`src/rtl/switch_debounce_pkg.sv`:
```
`default_nettype none
// ============================================================================
// Module      : switch_debounce_pkg
// Description : Shared per-bit FSM state type and default sizing constants
//               for the switch debouncer.
// Revision    : 1.0 - initial release
// ============================================================================
package switch_debounce_pkg;

    localparam int c_WIDTH_DEFAULT           = 8;
    localparam int c_DEBOUNCE_CYCLES_DEFAULT = 500000;
    localparam int c_SYNC_STAGES_DEFAULT     = 2;

    typedef enum logic [0:0] {
        STABLE  = 1'b0,
        PENDING = 1'b1
    } db_state_t;

endpackage : switch_debounce_pkg
`default_nettype wire

```
`src/rtl/debounce_bit.sv`:
```
`default_nettype none
// ============================================================================
// Module      : debounce_bit
// Description : Single-bit debouncer: synchronizer chain, stability counter
//               and STABLE/PENDING FSM.
// Revision    : 1.0 - initial release
// ============================================================================
module debounce_bit
    import switch_debounce_pkg::*;
#(
    parameter int DEBOUNCE_CYCLES = c_DEBOUNCE_CYCLES_DEFAULT,
    parameter int SYNC_STAGES     = c_SYNC_STAGES_DEFAULT
) (
    input  logic clk,
    input  logic rst,
    input  logic i_raw,
    output logic o_clean,
    output logic o_update
);

    localparam int                 c_CNT_W    = $clog2(DEBOUNCE_CYCLES + 1);
    localparam logic [c_CNT_W-1:0] c_CNT_LAST = c_CNT_W'(DEBOUNCE_CYCLES - 1);
    localparam logic [c_CNT_W-1:0] c_CNT_ONE  = c_CNT_W'(1);
    localparam logic [c_CNT_W-1:0] c_CNT_ZERO = '0;

    logic [SYNC_STAGES-1:0] r_sync;
    logic [c_CNT_W-1:0]     r_cnt;
    db_state_t              r_state;
    logic                   r_clean;
    logic                   w_sync;
    logic                   w_differs;
    logic                   w_expire;

    always_ff @(posedge clk or posedge rst) begin
        if (rst) begin
            r_sync <= '0;
        end else begin
            r_sync <= {r_sync[SYNC_STAGES-2:0], i_raw};
        end
    end

    assign w_sync    = r_sync[SYNC_STAGES-1];
    assign w_differs = (w_sync != r_clean);

    // The counter holds the number of mismatching cycles already seen, so the
    // current cycle completes the run when it reads DEBOUNCE_CYCLES-1.
    always_comb begin
        w_expire = 1'b0;
        if (w_differs) begin
            if (r_state == STABLE) begin
                w_expire = (DEBOUNCE_CYCLES == 1);
            end else begin
                w_expire = (r_cnt == c_CNT_LAST);
            end
        end
    end

    always_ff @(posedge clk or posedge rst) begin
        if (rst) begin
            r_state <= STABLE;
            r_cnt   <= c_CNT_ZERO;
            r_clean <= 1'b0;
        end else begin
            case (r_state)
                STABLE: begin
                    if (w_differs) begin
                        if (w_expire) begin
                            r_clean <= w_sync;
                        end else begin
                            r_state <= PENDING;
                            r_cnt   <= c_CNT_ONE;
                        end
                    end
                end
                PENDING: begin
                    if (!w_differs) begin
                        r_state <= STABLE;
                        r_cnt   <= c_CNT_ZERO;
                    end else if (w_expire) begin
                        r_clean <= w_sync;
                        r_state <= STABLE;
                        r_cnt   <= c_CNT_ZERO;
                    end else begin
                        r_cnt   <= r_cnt + c_CNT_ONE;
                    end
                end
                default: begin
                    r_state <= STABLE;
                    r_cnt   <= c_CNT_ZERO;
                end
            endcase
        end
    end

    assign o_clean  = r_clean;
    assign o_update = w_expire;

endmodule : debounce_bit
`default_nettype wire

```
`src/rtl/switch_debounce.sv`:
```
`default_nettype none
// ============================================================================
// Module      : switch_debounce
// Description : WIDTH-bit switch debouncer with change pulse; optional rising
//               edge capture and irq when SWITCH_EDGE_CAPTURE_EN is defined.
// Revision    : 1.0 - initial release
// ============================================================================
module switch_debounce
    import switch_debounce_pkg::*;
#(
    parameter int WIDTH           = c_WIDTH_DEFAULT,
    parameter int DEBOUNCE_CYCLES = c_DEBOUNCE_CYCLES_DEFAULT,
    parameter int SYNC_STAGES     = c_SYNC_STAGES_DEFAULT
) (
    input  logic             clk_clk,
    input  logic             reset_reset,
    input  logic [WIDTH-1:0] sw_raw,
`ifdef SWITCH_EDGE_CAPTURE_EN
    input  logic [WIDTH-1:0] edge_clear,
    output logic [WIDTH-1:0] edge_capture,
    output logic             irq,
`endif
    output logic [WIDTH-1:0] sw_clean,
    output logic             sw_changed
);

    logic [WIDTH-1:0] w_update;
    logic             r_changed;

    generate
        for (genvar gi = 0; gi < WIDTH; gi++) begin : g_bits
            debounce_bit #(
                .DEBOUNCE_CYCLES (DEBOUNCE_CYCLES),
                .SYNC_STAGES     (SYNC_STAGES)
            ) u_bit (
                .clk      (clk_clk),
                .rst      (reset_reset),
                .i_raw    (sw_raw[gi]),
                .o_clean  (sw_clean[gi]),
                .o_update (w_update[gi])
            );
        end
    endgenerate

    // Built from the per-bit update strobes so the pulse lines up with the
    // first cycle the new sw_clean value is visible.
    always_ff @(posedge clk_clk or posedge reset_reset) begin
        if (reset_reset) begin
            r_changed <= 1'b0;
        end else begin
            r_changed <= |w_update;
        end
    end

    assign sw_changed = r_changed;

`ifdef SWITCH_EDGE_CAPTURE_EN
    logic [WIDTH-1:0] w_rise;
    logic [WIDTH-1:0] w_cap_next;
    logic [WIDTH-1:0] r_cap;
    logic             r_irq;

    // Set has priority over a same-cycle clear.
    assign w_rise     = w_update & ~sw_clean;
    assign w_cap_next = (r_cap & ~edge_clear) | w_rise;

    always_ff @(posedge clk_clk or posedge reset_reset) begin
        if (reset_reset) begin
            r_cap <= '0;
            r_irq <= 1'b0;
        end else begin
            r_cap <= w_cap_next;
            r_irq <= |w_cap_next;
        end
    end

    assign edge_capture = r_cap;
    assign irq          = r_irq;
`endif

endmodule : switch_debounce
`default_nettype wire

```
`config.mk`:
```
export PLATFORM = sky130hd
export DESIGN_NAME = switch_debounce
export DESIGN_NICKNAME = d
export VERILOG_FILES = /design/src/rtl/switch_debounce_pkg.sv /design/src/rtl/debounce_bit.sv /design/src/rtl/switch_debounce.sv
export SDC_FILE = /design/constraint.sdc
export NUM_CORES = 1
export LEC_CHECK = 0
export CORE_ASPECT_RATIO = 1.25
export CORE_MARGIN = 5
export CORE_UTILIZATION = 63
export CTS_CLUSTER_SIZE = 28
export DETAILED_ROUTE_END_ITERATION = 10
export PLACE_DENSITY = 0.8
export SYNTH_ARGS = -nofsm -noshare
export SYNTH_HDL_FRONTEND = slang
export SYNTH_SLANG_ARGS = --single-unit
export TNS_END_PERCENT = 10
```
`constraint.sdc`:
```
create_clock -name clk_clk -period 6.2 [get_ports clk_clk]
set_input_delay 0.62 -clock clk_clk [delete_from_list [all_inputs] [get_ports clk_clk]]
set_output_delay 0.62 -clock clk_clk [all_outputs]
set_load 0.02 [all_outputs]
```
# Yosys cells after proc, flatten, opt, wreduce, memory -nomap -nowiden
# Cells that the tools add are included.
[classes]
add_sub_neg = 8
eq_ne = 32
mux = 88
bitwise_logic = 8
n_reduce_logical = 17
[ops]
columns = ["operator", "n"]
rows = [
  ["$mux W19", 32],
  ["$pmux W19 S2", 8],
  ["$add A19 B1 Y19 const B", 8],
  ["$eq A19 B19 Y1 const B", 8],
  ["$mux W1", 48],
  ["$reduce_and A2 Y1", 16],
  ["$ne A2 B1 Y1 const B", 8],
  ["$ne A2 B2 Y1 const B", 8],
  ["$ne A1 B1 Y1", 8],
  ["$not A1 Y1", 8],
  ["$reduce_or A8 Y1", 1],
]
[totals]
register_bits = 185
inputBits = 10
output_inout_bits = 9
wordCells = 186

# Longest topological paths before layout
[logic_depth]
ltp_word = 6
depth_mapped = 8
depth_no_buf = 6

# Cells and area by module
# From an unflattened synthesis, not the netlist that was laid out.
[hier_totals]
cells_unflattened = 1077
area_unflattened_um2 = 10375.0
[modules_own_cells]
columns = ["mod", "instances", "cells_each", "area_per_inst_um2", "seq_area_each_um2"]
rows = [
  ["debounce_bit", 8, 134, 1291.2, 575.6],
  ["switch_debounce", 1, 5, 45.0, 25.0],
]

# Worst setup path after synthesis
# Ideal clock, no wire load.
[synth_path]
kind = "register to register"
from = "register g_bits[2].u_bit.r_cnt[11]"
to = "register g_bits[2].u_bit.r_cnt[1]"
setup_time_ps = 121
arrival_time_ps = 2233
required_ps = 6079
setup_slack_ps = 3846
path_stages_with_launch = 7
n_path_buf = 2
period_less_slack_ps = 2354
path_cell_list = "dfrtp_1 or4_1 or4_4 o311a_1 buf_6 buf_6 a22o_1"
[synth_between]
elab_chain_cells = 6
word_cells_on_any_way = 8
classes_between = "2 x eq/ne; 5 x mux; 1 x reduce/logical"
[synth_rtl]
columns = ["item", "line", "source"]
rows = [
  ["from (decl)", "debounce_bit.sv:27", "logic [c_CNT_W-1:0] r_cnt;"],
  ["from (signal assigned)", "debounce_bit.sv:61", "r_cnt <= c_CNT_ZERO;"],
  ["from (signal assigned)", "debounce_bit.sv:71", "r_cnt <= c_CNT_ONE;"],
  ["from (signal assigned)", "debounce_bit.sv:78", "r_cnt <= c_CNT_ZERO;"],
  ["$eq A19 B19 Y1 *", "debounce_bit.sv:53", "w_expire = (r_cnt == c_CNT_LAST);"],
  ["$mux W1 *", "debounce_bit.sv:50", "if (r_state == STABLE) begin"],
  ["$mux W1 *", "debounce_bit.sv:49", "if (w_differs) begin"],
  ["$mux W19", "debounce_bit.sv:79", "end else if (w_expire) begin"],
  ["$mux W19", "debounce_bit.sv:76", "if (!w_differs) begin"],
  ["$pmux W19 S2", "debounce_bit.sv:64", "case (r_state)"],
]
# Every way passes the cells marked *; elsewhere a longest branch is shown, timed or not.
# A chain may end at the register's enable or synchronous reset.

# Worst setup path after layout
[layout_path]
from = "register g_bits[2].u_bit.r_cnt[11]"
to = "register g_bits[2].u_bit.r_cnt[18]"
[layout_between]
elab_chain_cells = 6
word_cells_on_any_way = 9
classes_between = "1 x add/sub; 2 x eq/ne; 5 x mux; 1 x reduce/logical"
[layout_rtl]
columns = ["item"]
rows = [
  ["parallel branches: the longest is 6 deep, another holds $add A19 B1 Y19"],
]
# Several ways; the timed one is not identified.

==> metrics.md <==
| Metric | Value |
|---|---|
| Status | `completed` |
| Ratio of cells with drive above 1 in the final layout | `between 6 and 7%` |
| Gate Count Post-Synth | `1051` |
| Yosys warning count | `0` |
| Die width | `roughly 120 um` |
| H-tree depth | `4` |
| Final Cell Area | `10500 um^2` |
| TritonCTS buffer count | `17` |
| Yosys top cell area share | `between 40% and 50%` |
| Post-CTS Hold Fix Bufs | `0` |
| Post-synth EDFFs | `0` |
| Drt pass-1 iters | `5` |
| Post-synth top flop | `dfrtp_1` |
| Fillers | `roughly 1200` |
| Fmax | `around 0.37 GHz` |
| Post-synthesis sequential area ratio | `around 48%` |
| Crit-path max FO | `29` |
| Worst Skew | `between 0.009 and 0.01 ns` |
| Max Cap Viol | `0` |
| Clk buf depth | `2` |
| Initial antenna violation count | `0` |
| CTS tree | `done` |
| Die height | `149 um` |
| Initial core utilization | `64.4%` |
| Fin. Hold Viols | `0` |
| Initial DRC Count | `between 500 and 600` |
| Placed cell area | `roughly 10000 um^2` |
| Area of the multi-input gates | `4740 um^2` |
| Number of global-route vias before repair | `slightly below 8000` |
| Final setup viols | `0` |
| Metal2 WL | `just over 10 mm` |
| Post-route minimum period | `2.70 ns` |
| Leading cell types in the layout, fill and taps excluded | `185 x dfrtp_1, 117 x nand2_1, 88 x nand3_1` |
| Gpl congestion | `between 0.8 and 0.9` |
| Detailed Route WL | `around 20 mm` |
| Worst vdd ir | `0.214 mV` |
| Root buffer cell | `clkbuf_16` |
| Post-CTS setup buffers | `0` |
| Crit Path Category | `flip-flop to flip-flop` |
| Wire length on met1 | `between 8 and 9 mm` |
| Total die area | `approximately 18000 um^2` |
| GR Overflow Total | `0` |
| Worst min path class | `flip-flop to flip-flop` |
| Via count | `between 8000 and 9000` |
| Routed Antenna Nets | `0` |
| Top Layer Used | `met4` |
| Post-synth cell types | `63` |
| Area Growth Syn to Fin | `8.40%` |
| Row count | `50` |
| Period utilization | `around 44%` |
| Mean Syn Cell Area | `~9.2 um^2` |
| PD cells | `247 nW/um^2` |
| Total Routing Usage GR | `23.3%` |
| Number of synthesized register bits | `185` |
| Leak pwr | `around 4.4 nW` |
| Placed Cells | `1226` |
| Largest net degree at the start of global routing | `146` |
| Post-Syn Area | `9710 um^2` |
| Worst EP required | `approximately 6.5 ns` |
| DP Wirelength | `13.3 mm` |
| Met3 WL | `between 600 and 700 um` |
| Antenna cells | `0` |
| Setup_tns | `0 ns` |
| Wire per inst | `around 16 um` |
| First-pass GRT wire length | `approximately 35 mm` |
| Startpoint Class | `flip-flop` |
| Worst slew margin | `between 10% and 20%` |
| Final Slew Violations | `0` |
| Post-synth net total | `about 1100` |
| Finished Layout Cells | `roughly 1300` |
| FF/Latch Area | `roughly 4600 um^2` |
| Number of port buffers | `18` |
| Clock Latency Late Sink | `0.43 ns` |
| Core ar. | `between 15000 and 20000 um^2` |
| Routed vias/inst | `6.45` |
| WP data arrival | `approximately 3 ns` |
| Ys async rst share | `100%` |
| CTS sink count | `roughly 190` |
| Nets | `approximately 1100` |
| Clk slew on worst S/H paths | `roughly 0.070 ns` |
| Post-route DRC | `0` |
| Crit. End Element | `flip-flop` |
| Slew @ Worst Pin | `1.23 ns` |
| Post-synth top area cell | `dfrtp_1` |
| CTS-repair resized insts | `0` |
| Area contributors post-synth | `dfrtp_1 48%, nand3_1 4.5%, nand2_1 4.5%, a31oi_1 4.5%, a21oi_1 3.2%` |
| RSZ-0062 raised after global routing | `no` |
| Leading cell type in the layout, fill and taps excluded | `dfrtp_1` |
| IO Pins | `19` |
-- report_power, final --
| group | leakage (nW) | switching [mW] | internal, mW |
|---|---|---|---|
| logic | 1.56 | 0.110 | 0.0644 |
| registers | 2.50 | 0.0722 | 1.26 |
| clock network | 0.290 | 0.509 | 0.583 |
-- per-layer routing --
layer	global-route usage (%)	up-vias
met1	29.6	3986
met5	0	-
met3	3.49	35
li1	-	3919
met4	8.90	0
met2	40.1	169
-- final timing paths --
check	from	endpoint	slack, ns	depth (start not counted)
hold / removal	g_bits[3].u_bit.r_sync[0]$_DFF_PP0_	g_bits[3].u_bit.r_sync[1]$_DFF_PP0_	0.34	0
min in group asynchronous	reset_reset	g_bits[4].u_bit.r_cnt[16]$_DFFE_PP0P_	0.83	2
setup reg to reg	g_bits[2].u_bit.r_cnt[11]$_DFFE_PP0P_	g_bits[2].u_bit.r_cnt[18]$_DFFE_PP0P_	3.50	5
max in group asynchronous	reset_reset	g_bits[6].u_bit.r_cnt[5]$_DFFE_PP0P_	4.27	3
hold reg to reg	g_bits[3].u_bit.r_sync[0]$_DFF_PP0_	g_bits[3].u_bit.r_sync[1]$_DFF_PP0_	0.34	0
setup / recovery	g_bits[2].u_bit.r_cnt[11]$_DFFE_PP0P_	g_bits[2].u_bit.r_cnt[18]$_DFFE_PP0P_	3.50	5
-- cells by family after synthesis --
logic type | count (synthesis) | synth area share [%]
adder cells (fa/ha/maj) | 8 | 1.03
multiplexers | 16 | 1.75
AO/OA/AOI/OAI | 267 | 17.6
AND/OR/NAND/NOR | 467 | 25.6
buffers and inverters | 79 | 3.63
flip-flops | 185 | 47.7
XOR/XNOR | 29 | 2.62
-- sequential cells by signal (all words and copies together), names as in the netlist --
register              cells
g_bits.u_bit.r_state      8
g_bits.u_bit.o_clean      8
sw_changed                1
g_bits.u_bit.r_sync      16
g_bits.u_bit.r_cnt      152
-- synth_stat cells, drive strengths merged, types with 6 or more instances --
cell type and count:
a22o 21, nor2 43, a21oi 63, nand3 88
and2 12, a21o 7, clkbuf 37, nand4 40
a31oi 70, and4 10, mux2 8, inv 25
nor3 26, xnor2 12, and3 32, nor4 15
or4b 6, o211ai 7, o21ai 49, mux2i 8
nor4b 6, xor2 17, nand2 117, or3 16
o21a 6, or4 9, dfrtp 185, ha 8
buf 17, nand2b 22, or2 9, a41oi 13
-- worst max-delay path: stages, from the launching register on --
cell     delay (ns)
dfrtp_1        0.42
or4_1          0.55
or4_4          0.50
o311a_1        0.69
a41oi_1        0.35
a31oi_1        0.06
-- stage by stage --
stage	power (mW)	utilization (%)	hold WS [ns]	setup slack, ns
floorplan	1.48	-	0.331	0.551
detailed placement	1.53	65.9	0.336	3.52
finish	2.60	69.8	0.343	3.50
CTS	2.61	69.8	0.346	3.53
global route	2.70	69.8	0.361	3.39
global placement	1.52	65.9	0.332	3.59
-- cell type report --
class	instances	share of cell area, %
clock inverter	14	1.41
sequential	185	44.0
multi-input combinational	787	45.1
clock buffer	18	4.17
inverter	25	0.963
timing repair buffer	21	1.93
tap	208	2.47
Note: power is estimated with default switching activity, not from simulation.
